===== config.mk =====
export PLATFORM = sky130hd
export DESIGN_NAME = sevenseg_scan_flat
export DESIGN_NICKNAME = d
export VERILOG_FILES = /design/src/rtl/sevenseg_pkg.sv /design/src/rtl/sevenseg_scan_if.sv /design/src/rtl/hex7seg_decode.sv /design/src/rtl/sevenseg_scan.sv /design/src/flat_wrapper.sv
export SDC_FILE = /design/constraint.sdc
export NUM_CORES = 1
export LEC_CHECK = 0
export CORE_MARGIN = 4
export CORE_UTILIZATION = 35
export CTS_CLUSTER_SIZE = 16
export DETAILED_ROUTE_END_ITERATION = 7
export DONT_BUFFER_PORTS = 1
export HOLD_SLACK_MARGIN = 0.08
export SYNTH_ARGS = -nofsm -noshare
export SYNTH_HDL_FRONTEND = slang
export SYNTH_SLANG_ARGS = --single-unit

===== constraint.sdc =====
create_clock -name i_clk -period 7.9 [get_ports i_clk]
set_input_delay 1.185 -clock i_clk [delete_from_list [all_inputs] [get_ports i_clk]]
set_output_delay 1.185 -clock i_clk [all_outputs]
set_load 0.1 [all_outputs]

===== src/rtl/sevenseg_pkg.sv =====
// rtl/sevenseg_pkg.sv - shared constants for the seven-segment scanner
// Purpose: hex-to-segment glyph table, blank pattern and digit limit.
// Segment bit order is CA..CG on bits 0..6, active-low (0 = segment lit).
package sevenseg_pkg;

   localparam int MAX_DIGITS = 8;

   localparam logic [6:0] SEG_OFF = 7'h7F;

   localparam logic [6:0] HEX_SEG_TABLE [16] = '{
      7'h40,   // 0
      7'h79,   // 1
      7'h24,   // 2
      7'h30,   // 3
      7'h19,   // 4
      7'h12,   // 5
      7'h02,   // 6
      7'h78,   // 7
      7'h00,   // 8
      7'h10,   // 9
      7'h08,   // A
      7'h03,   // b
      7'h46,   // C
      7'h21,   // d
      7'h06,   // E
      7'h0E    // F
   };

endpackage


===== src/rtl/sevenseg_scan_if.sv =====
// rtl/sevenseg_scan_if.sv - control/data and display pin bundle for sevenseg_scan
// Purpose: groups the scanner's control inputs and display outputs.
// Signals:
//   enable     - 1 = scanning, 0 = dark with counters held at 0
//   load       - single-cycle strobe capturing data_in/dp_in
//   data_in    - 32-bit value, nibble k drives digit k
//   dp_in      - per-digit decimal point request, 1 = lit
//   an         - digit anodes, active-low
//   seg        - cathodes CA..CG, active-low
//   dp         - decimal point cathode, active-low
//   frame_done - one-cycle pulse when the last digit slot ends
// Modports: master drives control, slave is the scanner.
interface sevenseg_scan_if #(
   parameter int DIGITS = 8
);
   logic              enable;
   logic              load;
   logic [31:0]       data_in;
   logic [DIGITS-1:0] dp_in;
   logic [DIGITS-1:0] an;
   logic [6:0]        seg;
   logic              dp;
   logic              frame_done;

   modport master (
      output enable, load, data_in, dp_in,
      input  an, seg, dp, frame_done
   );

   modport slave (
      input  enable, load, data_in, dp_in,
      output an, seg, dp, frame_done
   );
endinterface


===== src/rtl/hex7seg_decode.sv =====
// rtl/hex7seg_decode.sv - combinational hex nibble to active-low segment decode
// Purpose: table lookup of the 0-F glyphs (A, b, C, d, E, F for 10-15).
// Ports:
//   i_nibble - 4-bit hex value
//   o_seg    - segments CA..CG on bits 0..6, active-low
module hex7seg_decode
   import sevenseg_pkg::*;
(
   input  logic [3:0] i_nibble,
   output logic [6:0] o_seg
);

   assign o_seg = HEX_SEG_TABLE[i_nibble];

endmodule


===== src/rtl/sevenseg_scan.sv =====
// rtl/sevenseg_scan.sv - time-multiplexed hex display scanner with tear-free update
// Purpose: scans DIGITS hex digits, REFRESH_DIV cycles per digit, with the
// first BLANK_CYC cycles of every slot dark to suppress ghosting. New data is
// staged in a shadow register and only reaches the display at frame wrap.
// Optional build macro: SEVENSEG_LZB_EN enables leading-zero blanking.
// Ports:
//   i_clk   - system clock, rising edge
//   i_rst   - asynchronous active-high reset
//   io_disp - sevenseg_scan_if slave: enable/load/data_in/dp_in in,
//             an/seg/dp (registered, active-low) and frame_done out
module sevenseg_scan
   import sevenseg_pkg::*;
#(
   parameter int REFRESH_DIV = 50000,
   parameter int BLANK_CYC   = 16,
   parameter int DIGITS      = 8
) (
   input  logic           i_clk,
   input  logic           i_rst,
   sevenseg_scan_if.slave io_disp
);

   localparam int             PW         = (REFRESH_DIV > 1) ? $clog2(REFRESH_DIV) : 1;
   localparam logic [PW-1:0]  PRESC_LAST = PW'(REFRESH_DIV - 1);
   localparam logic [PW-1:0]  BLANK_END  = PW'(BLANK_CYC);
   localparam logic [2:0]     IDX_LAST   = 3'(DIGITS - 1);

   logic [PW-1:0]     r_presc;
   logic [2:0]        r_idx;
   logic [31:0]       r_shadow_data;
   logic [DIGITS-1:0] r_shadow_dp;
   logic [31:0]       r_disp_data;
   logic [DIGITS-1:0] r_disp_dp;
   logic              r_pending;
   logic [DIGITS-1:0] r_an;
   logic [6:0]        r_seg;
   logic              r_dp;
   logic              r_frame_done;

   logic                  w_presc_tc;
   logic                  w_wrap;
   logic                  w_blank_slot;
   logic                  w_lz_blank;
   logic [3:0]            w_nib;
   logic [6:0]            w_seg_dec;
   logic [MAX_DIGITS-1:0] w_dp_full;
   logic                  w_dp_sel;
   logic [DIGITS-1:0]     w_an_next;
   logic [6:0]            w_seg_next;
   logic                  w_dp_next;

   assign w_presc_tc   = (r_presc == PRESC_LAST);
   // The wrap cycle is the last cycle of the last digit slot.
   assign w_wrap       = io_disp.enable && w_presc_tc && (r_idx == IDX_LAST);
   assign w_blank_slot = (r_presc < BLANK_END);
   assign w_nib        = r_disp_data[{r_idx, 2'b00} +: 4];
   assign w_dp_full    = MAX_DIGITS'(r_disp_dp);
   assign w_dp_sel     = w_dp_full[r_idx];

   hex7seg_decode u_decode (
      .i_nibble (w_nib),
      .o_seg    (w_seg_dec)
   );

   // Prescaler and digit index; both parked at 0 while disabled so that
   // re-enabling always starts a fresh frame at digit 0.
   always_ff @(posedge i_clk or posedge i_rst) begin
      if (i_rst) begin
         r_presc <= '0;
         r_idx   <= '0;
      end else if (!io_disp.enable) begin
         r_presc <= '0;
         r_idx   <= '0;
      end else if (w_presc_tc) begin
         r_presc <= '0;
         r_idx   <= (r_idx == IDX_LAST) ? 3'd0 : r_idx + 3'd1;
      end else begin
         r_presc <= r_presc + PW'(1);
      end
   end

   // A load landing in the wrap cycle bypasses the shadow; otherwise the
   // shadow holds the latest load until the frame wraps.
   always_ff @(posedge i_clk or posedge i_rst) begin
      if (i_rst) begin
         r_shadow_data <= '0;
         r_shadow_dp   <= '0;
         r_disp_data   <= '0;
         r_disp_dp     <= '0;
         r_pending     <= 1'b0;
      end else if (io_disp.load && w_wrap) begin
         r_disp_data <= io_disp.data_in;
         r_disp_dp   <= io_disp.dp_in;
         r_pending   <= 1'b0;
      end else if (io_disp.load) begin
         r_shadow_data <= io_disp.data_in;
         r_shadow_dp   <= io_disp.dp_in;
         r_pending     <= 1'b1;
      end else if (w_wrap && r_pending) begin
         r_disp_data <= r_shadow_data;
         r_disp_dp   <= r_shadow_dp;
         r_pending   <= 1'b0;
      end
   end

`ifdef SEVENSEG_LZB_EN
   logic [2:0] w_lz_hi;

   // Highest digit holding a non-zero nibble; digit 0 is the floor so it is
   // always shown. A lit decimal point keeps its digit visible.
   always_comb begin
      w_lz_hi = 3'd0;
      for (int k = 1; k < DIGITS; k++) begin
         if (r_disp_data[4*k +: 4] != 4'h0) begin
            w_lz_hi = 3'(k);
         end
      end
      w_lz_blank = (r_idx > w_lz_hi) && !w_dp_sel;
   end
`else
   assign w_lz_blank = 1'b0;
`endif

   always_comb begin
      w_an_next  = '1;
      w_seg_next = SEG_OFF;
      w_dp_next  = 1'b1;
      if (io_disp.enable && !w_blank_slot && !w_lz_blank) begin
         for (int k = 0; k < DIGITS; k++) begin
            w_an_next[k] = (r_idx != 3'(k));
         end
         w_seg_next = w_seg_dec;
         w_dp_next  = ~w_dp_sel;
      end
   end

   // Pin drivers are registered, so they trail the counter state by one cycle.
   always_ff @(posedge i_clk or posedge i_rst) begin
      if (i_rst) begin
         r_an         <= '1;
         r_seg        <= SEG_OFF;
         r_dp         <= 1'b1;
         r_frame_done <= 1'b0;
      end else begin
         r_an         <= w_an_next;
         r_seg        <= w_seg_next;
         r_dp         <= w_dp_next;
         r_frame_done <= w_wrap;
      end
   end

   assign io_disp.an         = r_an;
   assign io_disp.seg        = r_seg;
   assign io_disp.dp         = r_dp;
   assign io_disp.frame_done = r_frame_done;

endmodule


===== src/flat_wrapper.sv =====
// flat-port wrapper written by rule: the top's interface ports become plain ports
module sevenseg_scan_flat import sevenseg_pkg::*;
#(
   parameter int REFRESH_DIV = 50000,
   parameter int BLANK_CYC   = 16,
   parameter int DIGITS      = 8
)
  (i_clk, i_rst, io_disp_enable, io_disp_load, io_disp_data_in, io_disp_dp_in, io_disp_an, io_disp_seg, io_disp_dp, io_disp_frame_done);
  sevenseg_scan_if #(.DIGITS(DIGITS)) io_disp_i ();
  input  logic i_clk;
  input  logic i_rst;
  input wire logic [$bits(io_disp_i.enable)-1:0] io_disp_enable;
  input wire logic [$bits(io_disp_i.load)-1:0] io_disp_load;
  input wire logic [$bits(io_disp_i.data_in)-1:0] io_disp_data_in;
  input wire logic [$bits(io_disp_i.dp_in)-1:0] io_disp_dp_in;
  output wire logic [$bits(io_disp_i.an)-1:0] io_disp_an;
  output wire logic [$bits(io_disp_i.seg)-1:0] io_disp_seg;
  output wire logic [$bits(io_disp_i.dp)-1:0] io_disp_dp;
  output wire logic [$bits(io_disp_i.frame_done)-1:0] io_disp_frame_done;
  assign io_disp_i.enable = io_disp_enable;
  assign io_disp_i.load = io_disp_load;
  assign io_disp_i.data_in = io_disp_data_in;
  assign io_disp_i.dp_in = io_disp_dp_in;
  assign io_disp_an = io_disp_i.an;
  assign io_disp_seg = io_disp_i.seg;
  assign io_disp_dp = io_disp_i.dp;
  assign io_disp_frame_done = io_disp_i.frame_done;
  sevenseg_scan #(.REFRESH_DIV(REFRESH_DIV), .BLANK_CYC(BLANK_CYC), .DIGITS(DIGITS)) u_core (.i_clk(i_clk), .i_rst(i_rst), .io_disp(io_disp_i));
endmodule

==> out/qor.txt <==
R2r setup slk -> 4500 ps
Clock power share -> 0.517
Vias in the first global route -> 3,725
Die area -> 0.0180 mm2
Post-synthesis xor/xnor area fraction -> 0.0189
Synth Area in Adders -> 0.0269
Cell variety after synth -> 55
Pwr Density -> 233 mW/mm2
GR Overflow Total -> 0
Switching power -> 319 uW
Proportion of netlist area held by the largest area contributor -> 0.453
Syn Std Cell Area -> 0.00558 mm2
Drt first pass iters -> 4
Core Rows -> 45
Compound-Gate Fraction of Synth Area -> 0.156
Hold buffers post-CTS -> 0
Seq/Total Area, Yosys -> 0.529
Clk sinks -> 117
Layout area overhead -> 13.4%
Initial antenna violation count -> 0
Internal power -> 1.16 mW
Routed WL -> 12.5 mm
CTS Root Cell -> clkbuf_16
Yosys warns -> 0
Worst Hold Class -> flip-flop to flip-flop
Max_cap viols -> 0
Setup TNS -> 0 ps
Clock Latency Late Sink -> 420 ps
Period Utilization, post-route -> 0.431
Largest net degree at the start of global routing -> 60
Crit path kind -> flip-flop to flip-flop
Top FF cell, synth -> dfrtp_1
Post-CTS sizing -> 0
Die Span X -> 134 um
Final hold vios -> 0
Seq pwr share -> 0.431
Fmax -> 294 MHz
Status -> complete, no violations
Cells after Synth -> 428
RSZ-0062 raised after global routing -> no
Yosys top cell by area -> dfrtp_1
Sw Ratio -> 0.216
Layout Cells excl Fill -> 645
DR DRC count -> 0
CTS tree -> done
Max Slew Vio Count -> 0
CP Capture Type -> flip-flop
Syn Nets -> 484
CTS max path bufs -> 2
Comb power frac -> 0.052
Global-route wire length before repair -> 20.7 mm
Via/cell ratio -> 5.42
TritonCTS Buffers -> 17
Cell with the most instances after synthesis -> dfrtp_1
Placed cell count -> 613
Post-DP HPWL -> 8.41 mm
Die Y -> 134 um
Via count -> 3,493
Crit-path max FO -> 41
Worst EP arrival -> 3700 ps
Async S/R FF share, synth -> 1.00
Per-cell routed wire length -> 19.4 um
# port buffers -> 0
Flops & latches, synth -> 117
Diode count -> 0
Layout cells sized above 1 -> 0.260
CP startpoint kind -> flip-flop
Mux share of post-synthesis cell area -> 0.156
Peak supply drop -> 0.000158 V
Simple-Gate Fraction of Synth Area -> 0.0801
Final instance area -> 0.00632 mm2
Final min period -> 3400 ps
Initial Utilization -> 0.361
Post-CTS Setup Inserts -> 0
Post-synth EDFFs -> 0
H-tree Lvls -> 4
Placed cell area -> 0.00573 mm2
Detailed Route Iter0 Violations -> 278
Largest cells by area after synthesis -> dfrtp_1, mux2_4, dfstp_2
Main combinational cell family by area after synthesis -> multiplexers
Overall Power -> 1.47 mW
Relative slew margins -> 0.361
Synth top cells by count -> dfrtp_1, mux2_4, a22oi_1, o2bb2ai_1, nand2_1
Worst-path clk slew -> 50 ps
GRT Util Overall -> 0.148
Fill cells -> 1,451
Worst Tran Pin Value -> 947 ps
Nets@finish -> 477
Clk_skew -> 22.1 ps
Core box area -> 0.0154 mm2
Num ports -> 61
Post-synthesis area per instance -> 13.0 um2
Final Setup Violations -> 0
Post-DRT Antenna Nets -> 0
Worst Path Required -> 8190 ps
RD Place Congestion -> 0.804
Pleak -> 2.73 nW
[critical path, cell delays in order, from the launching register on]
cell      delay [ps]
dfrtp_1          590
ha_1             340
ha_1             250
nand2_4          390
clkinv_2         220
nor2_4           630
buf_4            500
mux2_4           330
[metal layers]
layer | part of all wire | track usage | vias up
met3 | 0.058 | 0.0536 | 10
met4 | 0.010 | 0.0600 | 0
met1 | 0.47 | 0.201 | 1802
li1 | - | - | 1607
met2 | 0.46 | 0.213 | 74
met5 | 0 | 0 | -
[layout by cell type, fill, tap and decap left out, types with 2 or more instances in the layout]
cell type	count
a21oi_1	6
a221o_1	8
a22oi_1	33
a32o_1	8
and2_1	4
and3_1	3
and4_1	3
buf_4	4
bufinv_16	3
clkbuf_16	17
clkinv_2	7
clkinv_4	3
clkinvlp_4	2
dfrtp_1	101
dfstp_2	16
ha_1	12
inv_1	8
mux2_2	3
mux2_4	40
mux2i_1	4
mux4_2	8
nand2_1	24
nand3_1	7
nand4_1	6
nor2_1	17
nor2b_1	2
o21ai_0	7
o221ai_1	2
o2bb2ai_1	32
or3_1	5
xnor2_1	5
xor2_1	7
[logic make-up (layout without fill, tap and decap cells)]
kind of cell             after synthesis  after routing
multiplexers                          56             56
XOR/XNOR                              12             12
buffers and inverters                 40             46
adder cells (fa/ha/maj)               12             12
flip-flops                           117            117
AO/OA/AOI/OAI                        108            108
AND/OR/NAND/NOR                       83             83
[path summary, 6_finish.rpt]
kind	end	cells after the start	start
max	u_core.r_shadow_data[7]	7	u_core.r_idx[0]
min	u_core.r_presc[0]	1	u_core.r_presc[0]
max reg2reg	u_core.r_shadow_data[7]	7	u_core.r_idx[0]
min reg2reg	u_core.r_presc[0]	1	u_core.r_presc[0]
max in group asynchronous	u_core.r_disp_dp[4]	2	i_rst
min in group asynchronous	u_core.r_shadow_data[16]	1	i_rst
[registers in the layout, summed over array words and instances (netlist names)]
name and cells:
u_core.r_presc 16, u_core.io_disp.seg 7, u_core.io_disp.frame_done 1, u_core.r_shadow_data 32, u_core.r_shadow_dp 8, u_core.r_idx 3, u_core.r_pending 1, u_core.r_disp_data 32
u_core.r_disp_dp 8, u_core.io_disp.dp 1, u_core.io_disp.an 8
[per-stage QoR]
| step | hold WS (ps) | utilization | setup WS [ps] |
|---|---|---|---|
| 2_1_floorplan | 425 | - | 3640 |
| 3_3_place_gp | 436 | 0.372 | 4400 |
| 3_5_place_dp | 451 | 0.372 | 4340 |
| 4_1_cts | 458 | 0.410 | 4430 |
| 5_1_grt | 497 | 0.410 | 4230 |
| 6_report | 454 | 0.410 | 4500 |
[cell type report]
type,count,area (um2),area share
clock buffer,18,429,0.0679
clock inverter,14,161,0.0255
inverter,10,41.3,0.00653
multi-input combinational,271,2450,0.387
sequential,117,2950,0.466
tap,211,264,0.0417
timing repair buffer,4,30.0,0.00475
[power by group through the flow]
stage | combinational, mW | sequential (mW) | clock (mW)
after global placement | 0.0759 | 0.644 | 0
after detailed placement | 0.0783 | 0.644 | 0
after global routing | 0.0834 | 0.638 | 0.809
final | 0.0762 | 0.636 | 0.762
after CTS | 0.0784 | 0.635 | 0.778
after floorplan | 0.0677 | 0.641 | 0
Note: power is estimated with default switching activity, not from simulation.
